<file path="src/rtl/game_pkg.sv">
// Shared constants for the guess-entry producer and the game display:
// key codes, entry-FSM state encoding and the BCD digit width.
package game_pkg;

   localparam int DIGIT_W = 4;

   localparam logic [3:0] KEY_BKSP  = 4'hA;
   localparam logic [3:0] KEY_ENTER = 4'hB;
   localparam logic [3:0] KEY_CLR   = 4'hC;

   localparam logic [1:0] ST_EMPTY   = 2'd0;
   localparam logic [1:0] ST_PARTIAL = 2'd1;
   localparam logic [1:0] ST_FULL    = 2'd2;
   localparam logic [1:0] ST_EMIT    = 2'd3;

   function automatic logic has_dup(input logic [DIGIT_W-1:0] a,
                                    input logic [DIGIT_W-1:0] b,
                                    input logic [DIGIT_W-1:0] c);
      return (a == b) || (a == c) || (b == c);
   endfunction

endpackage

</file>
<file path="src/rtl/guess_entry_idle_timer.sv">
// Idle timer: counts cycles while enabled and not restarted; expire is a
// combinational pulse at TIMEOUT_CYCLES-1. TIMEOUT_CYCLES==0 disables it.
module idle_timer #(
   parameter int TIMEOUT_CYCLES = 50_000_000,
   parameter int CNT_W          = 26
) (
   input  logic clk,
   input  logic reset,
   input  logic restart,
   input  logic enable,
   output logic expire
);

   localparam logic [CNT_W-1:0] LP_LAST =
      (TIMEOUT_CYCLES == 0) ? '0 : CNT_W'(TIMEOUT_CYCLES - 1);
   localparam bit LP_ON = (TIMEOUT_CYCLES != 0);

   logic [CNT_W-1:0] r_cnt;
   logic             w_at_last;

   assign w_at_last = (r_cnt == LP_LAST);
   assign expire    = LP_ON && enable && !restart && w_at_last;

   always_ff @(posedge clk) begin
      if (reset || restart || !enable || !LP_ON || w_at_last) begin
         r_cnt <= '0;
      end else begin
         r_cnt <= r_cnt + 1'b1;
      end
   end

endmodule

</file>
<file path="src/rtl/guess_entry.sv">
// Three-digit guess entry from a key-event stream with backspace/clear/enter.
// Build option: GUESS_DUP_CHECK_EN rejects an enter whose three digits are not distinct.
//
// state      | meaning
// EMPTY      | no digits entered
// PARTIAL    | one or two digits entered
// FULL       | three digits entered, awaiting enter
// EMIT       | one cycle: guess presented with oNumRdy, keys ignored
module guess_entry
   import game_pkg::*;
#(
   parameter int TIMEOUT_CYCLES = 50_000_000,
   parameter int CNT_W          = 26
) (
   input  logic               clk,
   input  logic               reset,
   input  logic               iKeyVld,
   input  logic [3:0]         iKeyCode,
   output logic [DIGIT_W-1:0] oNum1,
   output logic [DIGIT_W-1:0] oNum2,
   output logic [DIGIT_W-1:0] oNum3,
   output logic               oNumRdy,
   output logic [DIGIT_W-1:0] oEntry1,
   output logic [DIGIT_W-1:0] oEntry2,
   output logic [DIGIT_W-1:0] oEntry3,
   output logic [1:0]         oCount,
   output logic               oErr,
   output logic               oTimeout
);

   logic [1:0]         r_state;
   logic [1:0]         r_count;
   logic [DIGIT_W-1:0] r_e1, r_e2, r_e3;
   logic [DIGIT_W-1:0] r_n1, r_n2, r_n3;
   logic               r_err, r_rdy, r_tout;
   logic               w_expire;
   logic               w_is_digit;

   assign w_is_digit = (iKeyCode <= 4'd9);

   idle_timer #(
      .TIMEOUT_CYCLES(TIMEOUT_CYCLES),
      .CNT_W         (CNT_W)
   ) u_idle_timer (
      .clk    (clk),
      .reset  (reset),
      .restart(iKeyVld),
      .enable (r_count != 2'd0),
      .expire (w_expire)
   );

   always_ff @(posedge clk) begin
      if (reset) begin
         r_state <= ST_EMPTY;
         r_count <= 2'd0;
         r_e1    <= '0;
         r_e2    <= '0;
         r_e3    <= '0;
         r_n1    <= '0;
         r_n2    <= '0;
         r_n3    <= '0;
         r_err   <= 1'b0;
         r_rdy   <= 1'b0;
         r_tout  <= 1'b0;
      end else begin
         r_err  <= 1'b0;
         r_rdy  <= 1'b0;
         r_tout <= 1'b0;
         if (r_state == ST_EMIT) begin
            r_state <= ST_EMPTY;
         end else if (iKeyVld) begin
            if (w_is_digit) begin
               case (r_count)
                  2'd0: begin r_e1 <= iKeyCode; r_count <= 2'd1; r_state <= ST_PARTIAL; end
                  2'd1: begin r_e2 <= iKeyCode; r_count <= 2'd2; r_state <= ST_PARTIAL; end
                  2'd2: begin r_e3 <= iKeyCode; r_count <= 2'd3; r_state <= ST_FULL;    end
                  default: r_err <= 1'b1;
               endcase
            end else begin
               case (iKeyCode)
                  KEY_BKSP: begin
                     case (r_count)
                        2'd1: begin r_e1 <= '0; r_count <= 2'd0; r_state <= ST_EMPTY;   end
                        2'd2: begin r_e2 <= '0; r_count <= 2'd1; r_state <= ST_PARTIAL; end
                        2'd3: begin r_e3 <= '0; r_count <= 2'd2; r_state <= ST_PARTIAL; end
                        default: ;
                     endcase
                  end
                  KEY_CLR: begin
                     r_e1    <= '0;
                     r_e2    <= '0;
                     r_e3    <= '0;
                     r_count <= 2'd0;
                     r_state <= ST_EMPTY;
                  end
                  KEY_ENTER: begin
                     if (r_count != 2'd3) begin
                        r_err <= 1'b1;
`ifdef GUESS_DUP_CHECK_EN
                     end else if (has_dup(r_e1, r_e2, r_e3)) begin
                        r_err <= 1'b1;
`endif
                     end else begin
                        // Guess goes out on the same edge the entry is wiped.
                        r_n1    <= r_e1;
                        r_n2    <= r_e2;
                        r_n3    <= r_e3;
                        r_rdy   <= 1'b1;
                        r_e1    <= '0;
                        r_e2    <= '0;
                        r_e3    <= '0;
                        r_count <= 2'd0;
                        r_state <= ST_EMIT;
                     end
                  end
                  default: ;
               endcase
            end
         end else if (w_expire) begin
            r_e1    <= '0;
            r_e2    <= '0;
            r_e3    <= '0;
            r_count <= 2'd0;
            r_state <= ST_EMPTY;
            r_tout  <= 1'b1;
         end
      end
   end

   assign oNum1    = r_n1;
   assign oNum2    = r_n2;
   assign oNum3    = r_n3;
   assign oNumRdy  = r_rdy;
   assign oEntry1  = r_e1;
   assign oEntry2  = r_e2;
   assign oEntry3  = r_e3;
   assign oCount   = r_count;
   assign oErr     = r_err;
   assign oTimeout = r_tout;

endmodule

</file>
<file path="config.mk">
export PLATFORM = sky130hd
export DESIGN_NAME = guess_entry
export DESIGN_NICKNAME = d
export VERILOG_FILES = /design/src/rtl/game_pkg.sv /design/src/rtl/guess_entry_idle_timer.sv /design/src/rtl/guess_entry.sv
export SDC_FILE = /design/constraint.sdc
export NUM_CORES = 1
export LEC_CHECK = 0
export BUFFER_PORTS_ARGS = -buffer_cell sky130_fd_sc_hd__buf_2
export CORE_MARGIN = 5
export CORE_UTILIZATION = 51
export DETAILED_ROUTE_END_ITERATION = 8
export GPL_ROUTABILITY_DRIVEN = 0
export PLACE_DENSITY = 0.83
export SLEW_MARGIN = 10
export SYNTH_ARGS = -nofsm -noshare
export SYNTH_HDL_FRONTEND = slang
export SYNTH_SLANG_ARGS = --single-unit
</file>
<file path="constraint.sdc">
create_clock -name clk -period 2.35 [get_ports clk]
set_input_delay 0.1175 -clock clk [delete_from_list [all_inputs] [get_ports clk]]
set_output_delay 0.1175 -clock clk [all_outputs]
set_load 0.01 [all_outputs]
</file>
After elaboration in Yosys (flattened, before gate mapping)
Cells that the tools add are included.

Equal/unequal tests: 21. Muxes and demuxes: 36. Reductions and logical operators: 23. Magnitude comparators: 1. $add $sub $neg: 1. Bitwise logic cells: 5.

Operators with widths (count): $mux 4 (14); $pmux 4 s3 (3); $add 26x1->26 const B (1); $eq 26x26->1 const B (1); $pmux 2 s3 (4); $reduce_and 6->1 (4); $mux 2 (7); $eq 4x4->1 const B (3); $ne 4x3->1 const B (3); $reduce_and 5->1 (2); $ne 3x2->1 const B (3); $reduce_or 3->1 (3); $ne 4x4->1 const B (2); $pmux 2 s2 (2); $eq 2x2->1 const B (3); $mux 1 (6); $ne 6x4->1 const B (1); $reduce_or 2->1 (3); $ne 5x1->1 const B (1); $ne 5x2->1 const B (1); $ne 5x4->1 const B (1); $not 1->1 (5); $reduce_or 5->1 (1); $le 4x4->1 const B (1); other kinds (7) (12).

Register bits: 57. Word-level logic and storage cells: 99.

Depth between registers and ports, before layout
Depth in word-level cells: 6. Gate-level depth with buffers: 8. Gate-level depth less buffers: 7.

Modules after synthesis
A second synthesis with hierarchy kept.

Cells, all modules: 291. Area, all modules: 2728.9 um^2.

By module, submodules not included: guess_entry (area an instance 1502.7 um^2, times used 1, cells each 151, seq. area each 620.6 um^2); idle_timer (area an instance 1226.2 um^2, times used 1, cells each 140, seq. area each 520.5 um^2).

Least setup slack after synthesis
Ideal clock, no wire load.

Path kind: register to register. Start point: reg r_count[0], in the netlist oCount[0]. End point: reg r_e3[0], in the netlist oEntry3[0]. Buffers on the path: 1. Data required time: 2231 ps. Arrival time: 2255 ps. Slack: -23 ps. Stages on the path, launching flop included: 9. Cell sequence: dfxtp_1 > inv_1 > ha_1 > nor4bb_1 > nand4_1 > o31a_2 > or4_4 > buf_6 > mux2i_1.

Longest elaborated chain between the ends: 5. Elaborated cells on any way between the ends: 11. Classes of those cells: 6 x eq/ne; 5 x reduce/logical.

Ends and longest elaborated chain: from (decl) (line guess_entry.sv:32) `logic [1:0] r_count;`; from (signal assigned) (line guess_entry.sv:55) `r_count <= 2'd0;`; from (signal assigned) (line guess_entry.sv:74) `2'd0: begin r_e1 <= iKeyCode; r_count <= 2'd1; r_state <= ST_PARTIAL; end`; from (signal assigned) (line guess_entry.sv:75) `2'd1: begin r_e2 <= iKeyCode; r_count <= 2'd2; r_state <= ST_PARTIAL; end`; $reduce_bool 2->1 (line guess_entry.sv:48) `.enable (r_count != 2'd0),`; $logic_and 1x1->1 (2 in series) (line guess_entry_idle_timer.sv:22) `assign expire = LP_ON && enable && !restart && w_at_last;`; $reduce_bool 2->1 (no line); $reduce_and 6->1 (no line) (*); to (signal assigned) (line guess_entry.sv:58) `r_e3 <= '0;`; to (signal assigned) (line guess_entry.sv:76) `2'd2: begin r_e3 <= iKeyCode; r_count <= 2'd3; r_state <= ST_FULL; end`; to (signal assigned) (line guess_entry.sv:85) `2'd3: begin r_e3 <= '0; r_count <= 2'd2; r_state <= ST_PARTIAL; end`; to (decl) (line guess_entry.sv:33) `logic [DIGIT_W-1:0] r_e1, r_e2, r_e3;`.

Every way passes the cells marked *; elsewhere a longest branch is shown, timed or not. A chain may end at the register's enable or synchronous reset.

Final worst setup path
Start point: reg r_count[1], in the netlist oCount[1]. End point: reg r_e3[2], in the netlist oEntry3[2].

The elaborated chain is that of the path after synthesis.

==> results.toml <==
[finish]
fin_nets = 348
syn2layout_area_growth_pct = 17.4
fillers = 434
fin_util = 0.609
fin_area_um2 = 3070
post_route_cells_drive_above_1_share = 0.204
num_antenna_cells = 0
final_common_cell = "nor2_1"
final_cell_mix = "nor2_1, dfxtp_1, buf_2"

[worst_setup_path]
path_max_fanout = 5
critPathCaptureType = "flop"
max_stage_delay_ns = 0.60
path_class = "reg -> reg"
cp_slowest_cell = "or4_4"
crit_required_ns = 2.58
cp_cell_sequence = "inv_1 -> ha_2 -> nor4bb_1 -> nand4_1 -> o31a_2 -> or4_4 -> mux2i_1"
cp-start-kind = "flop"
critPathArrivalTime_ns = 2.49

[floorplanning]
die-area_um2 = 6660
die_y_um = 81.6
core_um2 = 5040
io_pins = 36
die_w_um = 81.6
start_util = 0.519
rows = 26

[sta]
holdWs_ns = 0.0775
final-setup-viol-count = 0
clock_skew_ns = 0.00736
rsz0062_at_grt = "no"
setup_tns_ns = 0
period_minus_slack_ns = 2.26
slew_violations = 0
fin_crit_sh = 0.963
report.final.hold_viol_count = 0
fmax_ghz = 0.442
slew_headroom = 0.646
worst_slew_pin_slew_ns = 0.532

[route]
ant_nets = 0
drt_iter0_drc = 157
finalWirelength_um = 5340
first_pass_iters = 5
vias_per_cell = 5.19
vias = 2118
route.detailed.wl_per_inst_um = 13.1
drc = 0

[yosys]
ys_ff_latch = 57
syn_inst = 291
yosysSeqAreaShare = 0.436
synth_flop_cell = "dfxtp_1"
synth_edf_count = 0
async_reset_ff_frac = 0
syn_nets = 305
synth_area_um2 = 2620
ys_warn_count = 0
avgSynthCellArea_um2 = 8.99
yosysUniqueCellTypes = 40

[clocking]
holdBufCountCts = 0
cts.htree.levels = 3
cts-root-buf = "clkbuf_8"
clock_insertion_delay_worst_skew_ns = 0.34
clkSinkCount = 57
clkTransAtPathRegs_ns = 0.06
cts_tree = "built"
cts.path.max_buffers = 2
cts_buffers = 9

[placement]
port_buffers = 35
place_area_um2 = 2860
dpl.hpwl_um = 3710

[pwr]
power_density_nw_per_um2 = 634
p_leak_nw = 1.30
vdd_ir_drop_max_v = 0.000315

[grt]
grt_max_degree = 34
grt.overflow.total = 0
grt_pass1_vias = 1990
grt_pass1_wl_um = 8930
grt_usage = 0.174
antenna_found_initial = 0

[min_path]
hp-class = "in -> reg"

[outcome]
status = "complete, no violations"

[flow_run]
cap_violations = 0
==> area by class of cell <==
cell class / count / area, µm² / share of cell area
Clock buffer: 11 / 131 / 0.0428
Clock inverter: 4 / 45.0 / 0.0147
Sequential cell: 57 / 1150 / 0.374
Inverter: 7 / 26.3 / 0.00856
Timing Repair Buffer: 44 / 243 / 0.0791
Tap cell: 70 / 87.6 / 0.0285
Multi-Input combinational cell: 215 / 1390 / 0.452
==> critical path, delay by kind of cell, from the launching register on <==
kind | cells | cell delay [ns]
muxes | 1 | 0.15
buffers and inverters | 1 | 0.07
AOI/OAI and AO/OA | 1 | 0.35
DFF | 1 | 0.36
and+or+nand+nor | 3 | 1.03
adders and majority gates | 1 | 0.18
==> state kept, by name, indices dropped and copies added (netlist names) <==
name                cells
oCount                  2
oNum2                   4
oNumRdy                 1
oNum1                   4
oTimeout                1
oEntry2                 4
u_idle_timer.r_cnt     26
oErr                    1
oEntry3                 4
oNum3                   4
r_state                 2
oEntry1                 4
==> metal layers <==
| layer | share of wire | global-route usage |
|---|---|---|
| met5 | 0 | 0 |
| met4 | 0.016 | 0.111 |
| met3 | 0.051 | 0.0417 |
| met2 | 0.46 | 0.257 |
| met1 | 0.47 | 0.226 |
==> cell usage after synthesis (2+ instances only) <==
cell,instances,share of area
ha_1,7,0.033
nor4b_1,2,0.0067
xnor2_1,9,0.030
inv_1,7,0.010
o22ai_1,2,0.0048
dfxtp_1,57,0.44
nand3_1,13,0.025
buf_6,2,0.0086
nor3_1,5,0.0096
nor2_1,57,0.082
or4_1,2,0.0057
xor2_1,15,0.050
nor4_1,4,0.0096
mux2i_1,26,0.10
a211oi_1,2,0.0057
nand2_1,20,0.029
mux2_2,2,0.0086
nand4_1,7,0.017
nand2b_1,13,0.031
clkbuf_1,8,0.011
a21oi_1,4,0.0077
and3_1,5,0.012
a2bb2oi_1,2,0.0067
o21ai_0,4,0.0077
==> cell families after synthesis <==
| group | count (synthesis) | share of synthesized area |
|---|---|---|
| AND/OR/NAND/NOR | 138 | 0.262 |
| flip-flops | 57 | 0.436 |
| multiplexers | 28 | 0.108 |
| XOR/XNOR | 24 | 0.0804 |
| buffers and inverters | 19 | 0.0340 |
| AO/OA/AOI/OAI | 18 | 0.0459 |
| adder cells (fa/ha/maj) | 7 | 0.0335 |
==> where the power goes <==
| part | internal (mW) | switching [mW] | total [mW] |
|---|---|---|---|
| sequential | 0.975 | 0.00801 | 0.983 |
| combinational | 0.0495 | 0.0666 | 0.116 |
| clock | 0.478 | 0.370 | 0.848 |
==> path summary, 6_finish.rpt <==
| path | from | to | slack [ns] | depth (start not counted) |
|---|---|---|---|---|
| max | oCount[1]$_SDFFE_PP0P_ | oEntry3[2]$_SDFFE_PP0P_ | 0.09 | 7 |
| min reg2reg | u_idle_timer.r_cnt[0]$_SDFF_PP0_ | u_idle_timer.r_cnt[0]$_SDFF_PP0_ | 0.45 | 1 |
| min | iKeyVld | u_idle_timer.r_cnt[2]$_SDFF_PP0_ | 0.08 | 2 |
| max reg2reg | oCount[1]$_SDFFE_PP0P_ | oEntry3[2]$_SDFFE_PP0P_ | 0.09 | 7 |
==> through the flow <==
step / setup WS (ns) / power [mW] / cells
2_1_floorplan: 0.0587 / 1.08 / 291
3_5_place_dp: 0.0254 / 1.12 / 390
5_1_grt: 0.0124 / 2.02 / 408
4_1_cts: 0.0247 / 1.96 / 405
6_report: 0.0868 / 1.95 / 408
3_3_place_gp: 0.132 / 1.11 / 390
==> timing repair <==
| item | in CTS | in global routing |
|---|---|---|
| setup buffers | 0 | 3 |
| resized for setup | 0 | 4 |
| endpoints found under the setup margin | 0 | 9 |
Note: power is estimated with default switching activity, not from simulation.
